==> config.mk <==
export PLATFORM = sky130hd
export DESIGN_NAME = store_commit_buffer
export DESIGN_NICKNAME = d
export VERILOG_FILES = /design/src/rtl/store_commit_buffer_pkg.sv /design/src/rtl/store_commit_buffer_forward_sel.sv /design/src/rtl/store_commit_buffer.sv
export SDC_FILE = /design/constraint.sdc
export NUM_CORES = 1
export LEC_CHECK = 0
export BUFFER_PORTS_ARGS = -buffer_cell sky130_fd_sc_hd__buf_2
export CAP_MARGIN = 10
export CORE_MARGIN = 1.5
export CORE_UTILIZATION = 54
export DETAILED_ROUTE_END_ITERATION = 6
export PLACE_DENSITY = 0.77
export SYNTH_ARGS = -nofsm -noshare
export SYNTH_HDL_FRONTEND = slang
export SYNTH_SLANG_ARGS = --single-unit
==> constraint.sdc <==
create_clock -name clock -period 6.9 [get_ports clock]
set_input_delay 0.69 -clock clock [delete_from_list [all_inputs] [get_ports clock]]
set_output_delay 0.69 -clock clock [all_outputs]
set_load 0.03 [all_outputs]
==> src/rtl/store_commit_buffer_pkg.sv <==
// Shared types for the post-retirement store commit buffer: entry layout,
// word/byte geometry and the byte-merge helper used when coalescing.
package store_commit_buffer_pkg;

  localparam int ADDR_W           = 32;
  localparam int DATA_W           = 32;
  localparam int MASK_W           = DATA_W / 8;
  localparam int WORD_W           = ADDR_W - 2;
  localparam int SB_DEPTH_DEFAULT = 4;

  typedef logic [$clog2(SB_DEPTH_DEFAULT):0] sb_pointer_t;

  typedef struct packed {
    logic [WORD_W-1:0] word_addr;
    logic [DATA_W-1:0] data;
    logic [MASK_W-1:0] byte_mask;
  } sb_entry_t;

  // Newer bytes overwrite older ones lane by lane; the mask accumulates.
  function automatic sb_entry_t sb_merge(input sb_entry_t old_entry,
                                         input logic [DATA_W-1:0] data,
                                         input logic [MASK_W-1:0] mask);
    sb_entry_t merged;
    merged = old_entry;
    for (int b = 0; b < MASK_W; b++) begin
      if (mask[b]) merged.data[8*b +: 8] = data[8*b +: 8];
    end
    merged.byte_mask = old_entry.byte_mask | mask;
    return merged;
  endfunction

endpackage

==> src/rtl/store_commit_buffer_forward_sel.sv <==
// Per-lane youngest-match selector: rotates matches so the head is bit 0,
// picks the highest set bit (youngest) and rotates the grant back.
module sb_forward_sel
  import store_commit_buffer_pkg::*;
#(
  parameter int SB_DEPTH    = SB_DEPTH_DEFAULT,
  parameter int SB_IDX_BITS = $clog2(SB_DEPTH)
) (
  input  logic [SB_DEPTH-1:0]    match,
  input  logic [SB_IDX_BITS-1:0] head_idx,
  output logic [SB_DEPTH-1:0]    grant
);

  logic [SB_DEPTH-1:0]    rot_match;
  logic [SB_DEPTH-1:0]    rot_grant;
  logic [SB_IDX_BITS-1:0] phys;

  function automatic logic [SB_DEPTH-1:0] psel_youngest(input logic [SB_DEPTH-1:0] req);
    logic [SB_DEPTH-1:0] gnt;
    gnt = '0;
    for (int j = 0; j < SB_DEPTH; j++) begin
      if (req[j]) begin
        gnt    = '0;
        gnt[j] = 1'b1;
      end
    end
    return gnt;
  endfunction

  always_comb begin
    rot_match = '0;
    grant     = '0;
    phys      = '0;
    for (int j = 0; j < SB_DEPTH; j++) begin
      phys         = SB_IDX_BITS'(j) + head_idx;
      rot_match[j] = match[phys];
    end
    rot_grant = psel_youngest(rot_match);
    for (int j = 0; j < SB_DEPTH; j++) begin
      phys        = SB_IDX_BITS'(j) + head_idx;
      grant[phys] = rot_grant[j];
    end
  end

endmodule

==> src/rtl/store_commit_buffer.sv <==
// Post-retirement store buffer: in-order drain to the D-cache plus byte-granular
// load forwarding. Same-word coalescing is enabled by defining STORE_COALESCE_EN.
module store_commit_buffer
  import store_commit_buffer_pkg::*;
#(
  parameter int SB_DEPTH    = SB_DEPTH_DEFAULT,
  parameter int SB_IDX_BITS = $clog2(SB_DEPTH)
) (
  input  logic                 clock,
  input  logic                 reset,
  input  logic                 store_req_valid,
  input  logic [31:0]          store_req_addr,
  input  logic [31:0]          store_req_data,
  input  logic [3:0]           store_req_byte_mask,
  output logic                 store_req_accepted,
  output logic                 dcache_wr_valid,
  output logic [31:0]          dcache_wr_addr,
  output logic [31:0]          dcache_wr_data,
  output logic [3:0]           dcache_wr_byte_mask,
  input  logic                 dcache_wr_ready,
  input  logic [31:0]          sb_load_addr,
  output logic [31:0]          sb_load_data,
  output logic [3:0]           sb_load_mask,
  output logic [SB_IDX_BITS:0] sb_count,
  output logic                 sb_empty
);

  localparam logic [SB_IDX_BITS:0] PTR_ONE = 1;

  sb_entry_t entries [SB_DEPTH];

  logic [SB_IDX_BITS:0]   head, tail, count;
  logic [SB_IDX_BITS-1:0] head_idx, tail_idx, rel;
  logic                   full, empty, coalesce_hit, push_new, pop;
  logic [WORD_W-1:0]      req_word, load_word;
  sb_entry_t              new_entry;
  logic [SB_DEPTH-1:0]    entry_valid;
  logic [SB_DEPTH-1:0]    lane_match [MASK_W];
  logic [SB_DEPTH-1:0]    lane_grant [MASK_W];
  logic                   unused_addr_bits;

  assign req_word         = store_req_addr[31:2];
  assign load_word        = sb_load_addr[31:2];
  assign unused_addr_bits = ^{store_req_addr[1:0], sb_load_addr[1:0]};

  assign head_idx = head[SB_IDX_BITS-1:0];
  assign tail_idx = tail[SB_IDX_BITS-1:0];
  assign count    = tail - head;
  assign empty    = (head == tail);
  assign full     = (head_idx == tail_idx) && (head[SB_IDX_BITS] != tail[SB_IDX_BITS]);

`ifdef STORE_COALESCE_EN
  logic [SB_IDX_BITS:0]   tail_m1;
  logic [SB_IDX_BITS-1:0] last_idx;
  assign tail_m1  = tail - PTR_ONE;
  assign last_idx = tail_m1[SB_IDX_BITS-1:0];
  // The head is never merged into: it may be on the D-cache bus right now.
  assign coalesce_hit = store_req_valid && !empty &&
                        (entries[last_idx].word_addr == req_word) && (tail_m1 != head);
`else
  assign coalesce_hit = 1'b0;
`endif

  // A same-cycle pop does not free space for a push.
  assign push_new           = store_req_valid && !full && !coalesce_hit;
  assign store_req_accepted = push_new || coalesce_hit;

  assign dcache_wr_valid     = !empty;
  assign dcache_wr_addr      = {entries[head_idx].word_addr, 2'b00};
  assign dcache_wr_data      = entries[head_idx].data;
  assign dcache_wr_byte_mask = entries[head_idx].byte_mask;
  assign pop                 = dcache_wr_valid && dcache_wr_ready;

  assign sb_count = count;
  assign sb_empty = empty;

  always_comb begin
    new_entry.word_addr = req_word;
    new_entry.data      = store_req_data;
    new_entry.byte_mask = store_req_byte_mask;
  end

  always_ff @(posedge clock) begin
    if (reset) begin
      head <= '0;
      tail <= '0;
      for (int i = 0; i < SB_DEPTH; i++) entries[i] <= '0;
    end else begin
      if (pop) head <= head + PTR_ONE;
      if (push_new) begin
        entries[tail_idx] <= new_entry;
        tail              <= tail + PTR_ONE;
      end
`ifdef STORE_COALESCE_EN
      else if (coalesce_hit) begin
        entries[last_idx] <= sb_merge(entries[last_idx], store_req_data, store_req_byte_mask);
      end
`endif
    end
  end

  // Entry i is live when its distance from head is below the occupancy.
  always_comb begin
    rel         = '0;
    entry_valid = '0;
    for (int b = 0; b < MASK_W; b++) lane_match[b] = '0;
    for (int i = 0; i < SB_DEPTH; i++) begin
      rel            = SB_IDX_BITS'(i) - head_idx;
      entry_valid[i] = ({1'b0, rel} < count);
      for (int b = 0; b < MASK_W; b++) begin
        lane_match[b][i] = entry_valid[i] && (entries[i].word_addr == load_word) &&
                           entries[i].byte_mask[b];
      end
    end
  end

  for (genvar b = 0; b < MASK_W; b++) begin : g_lane
    sb_forward_sel #(
      .SB_DEPTH    (SB_DEPTH),
      .SB_IDX_BITS (SB_IDX_BITS)
    ) u_sel (
      .match    (lane_match[b]),
      .head_idx (head_idx),
      .grant    (lane_grant[b])
    );
  end

  always_comb begin
    sb_load_data = '0;
    sb_load_mask = '0;
    for (int b = 0; b < MASK_W; b++) begin
      for (int i = 0; i < SB_DEPTH; i++) begin
        if (lane_grant[b][i]) begin
          sb_load_data[8*b +: 8] = entries[i].data[8*b +: 8];
          sb_load_mask[b]        = 1'b1;
        end
      end
    end
  end

endmodule

==> reports/results.txt <==
outcome - finished, final reports clean
slew margin rel. - 0.2616
worst slew pin tran - 1.108 ns
CP required - 6.21 ns
register area - 8095 µm²
Max stage delay on crit path - 0.67 ns
total CTS buffers - 29
Critical Path, Cell by Cell - inv_1, ha_1, inv_1, fa_1, inv_1, ha_1, a21oi_1, o2111ai_4, nor4_2, a2111oi_2, or2_4, a31o_4, o221ai_4, nor2b_1, a221o_1, buf_2
DRC marker count from the first detailed-route iteration - 1123
Logic pwr share - 0.369
postcts setup bufs - 0
synthesis-stage register bit count - 272
Crit path arrival time - 5.71 ns
total number of vias - 11.94k
Flop pwr share - 0.363
# clock sinks - 272
Inst Count DP - 1844
fin util - 0.6262
clock power share - 0.268
P&R area growth vs syn - 14.32%
EDFF count, synth - 264
area of the multi-input gates - 7725 µm²
clock-pin slew on the worst setup and hold paths - 0.06 ns
Port-buffer cells - 207
share of layout cells above drive strength 1 - 0.2681
Layout Nets - 1606
Residual DRC - 0
Final Cycle Share - 0.9278
leakage - 7.126 nW
final number of hold-violating endpoints - 0
PostCTS Resize Cnt - 0
HPWL Detailed - 29490 µm
P_int - 3.526 mW
crit-path most repeated cell - inv_1
Crit. End Element - output port
core area - 29640 µm²
initial antenna violation count - 7
R2R setup slack - 3.13 ns
total track usage - 0.2890
Hold Path Class - input port to flip-flop
commonest non-fill, non-tap cell in the layout - and2_1
YS warnings - 0
die footprint - 31110 µm²
grt ovf - 0
H-tree Lvls - 1
synth unique cells - 88
Synth Flop Type - edfxtp_1
most frequent cells in the layout - and2_1 (280), edfxtp_1 (264), buf_2 (207)
clk_lat worst skew - 0.57 ns
PD cells - 306.1 nW/µm²
pre-CTS setup slack - 1.220 ns
Post-Route WL - 45220 µm
largest net degree at the start of global routing - 68
FILL cells - 2329
die height - 176.4 µm
fmax - 156.2 MHz
cts hold-fix bufs - 0
crit path setup slack, layout - 0.4984 ns
CTS root buf - clkbuf_16
drt via density - 6.286
Post-synth ARST share - 0
Max Transition Viols Final - 0
Yosys top cell area share - 0.4883
RD Place Congestion - 0.8789
# rows - 63
final setup fails - 0
Max-cap violations - 0
drt first pass iters - 5
nature of the critical path startpoint - flip-flop
synthesized cell area - 16230 µm²
I/O pin count - 214
Syn Area/Cell - 12.51 µm²
vias in the first global route - 11.97k
Final Critical Period - 6.402 ns
Slowest cell on crit path - nor2b_1
top post-synthesis cells by area - edfxtp_1 (49%), and2_1 (11%), mux4_2 (9.2%)
worst-path maximum fanout - 10
Mapped Cells - 1298
Synth area leader - edfxtp_1
wire per inst - 23.81 µm
CTS tree - built
Starting Density - 0.5477
Non-Filler Instances - 1899
Setup Skew - 0.02695 ns
Clock Tree Buf Depth - 3
Seq/Total Area, Yosys - 0.4982
first-pass GRT wire length - 67950 µm
switching power - 2.155 mW
Worst VDD drop - 0.2413 mV
Die X - 176.4 µm
setup repair after global routing missed its margin - false
setup TNS - 0 ns
post-route ant nets - 0
Setup Crit Path Kind - flip-flop to output port
switch share - 0.3793
-- cells in the mapped netlist (all sizes together) (12+ instances only) --
cell type    n
ha          16
buf         20
and2       280
nor3        12
inv         48
or2         19
xor2        68
xnor2       56
o2111ai     18
nand4       29
o21ai       27
nand2       57
nor2        30
mux4        66
clkbuf      48
nor4        36
edfxtp     264
nand3       22
-- through the flow --
stage | total power, mW | area [µm²] | hold slack (ns)
2_1_floorplan | 3.552 | 16240 | 0.5320
3_3_place_gp | 4.143 | 17640 | 0.5468
3_5_place_dp | 4.168 | 17640 | 0.5622
4_1_cts | 5.676 | 18550 | 0.4110
5_1_grt | 5.882 | 18550 | 0.4289
6_report | 5.681 | 18560 | 0.4268
-- worst paths after layout --
kind	from	to	cells after the start
hold reg to reg	head[2]	head[2]	2
setup / recovery	tail[0]	sb_load_data[24]	16
setup reg to reg	tail[0]	entries[2][14]	9
hold / removal	store_req_addr[8]	entries[0][42]	2
-- worst max-delay path: cells and delay by family (launching register included) --
family	cells	cell delay [ns]
compound gates	6	1.65
fa+ha+maj	3	0.90
buf+inv	4	0.60
flops	1	0.48
simple gates	3	1.51
-- power groups by stage --
stage	Sequential, mW	Combinational, mW	Clock, mW
floorplan	2.01	1.54	0
global placement	2.09	2.06	0
detailed placement	2.09	2.07	0
CTS	2.06	2.08	1.53
global route	2.08	2.22	1.59
finish	2.06	2.10	1.52
-- state kept, by name (all words and copies together), names as in the netlist, named ones only --
| register | flops |
|---|---|
| entries | 264 |
| head | 3 |
| tail | 3 |
-- cell families (layout without fill, tap and decap cells) --
logic type      after synthesis  in the layout  share of synthesized area
mux                          73             73                    0.09619
fa+ha+maj                    17             17                    0.01356
xor+xnor                    124            124                    0.06852
buf+inv                     116            324                    0.02836
compound gates              162            162                    0.09156
simple gates                533            533                     0.2034
other cells                   1              4                  0.0002310
flops                       272            272                     0.4982
-- metal layers --
metal / wire length [µm] / GRT usage / vias up / part of all wire
li1: - / - / 5265 / -
met1: 17590 / 0.3740 / 5907 / 0.39
met2: 21820 / 0.4798 / 641 / 0.48
met3: 4321 / 0.06072 / 116 / 0.096
met4: 1438 / 0.1095 / 8 / 0.032
met5: 44 / 0 / - / 0.00097
-- cell type report --
cell class | count | area share
Sequential cell | 272 | 0.4362
Inverter | 48 | 0.009708
Timing Repair Buffer | 223 | 0.06229
Antenna cell | 2 | 0.0002697
Multi-Input combinational cell | 911 | 0.4162
Clock inverter | 18 | 0.008697
Tap cell | 390 | 0.02629
Clock buffer | 35 | 0.04032
No activity file was read; power rests on OpenSTA's default activity.
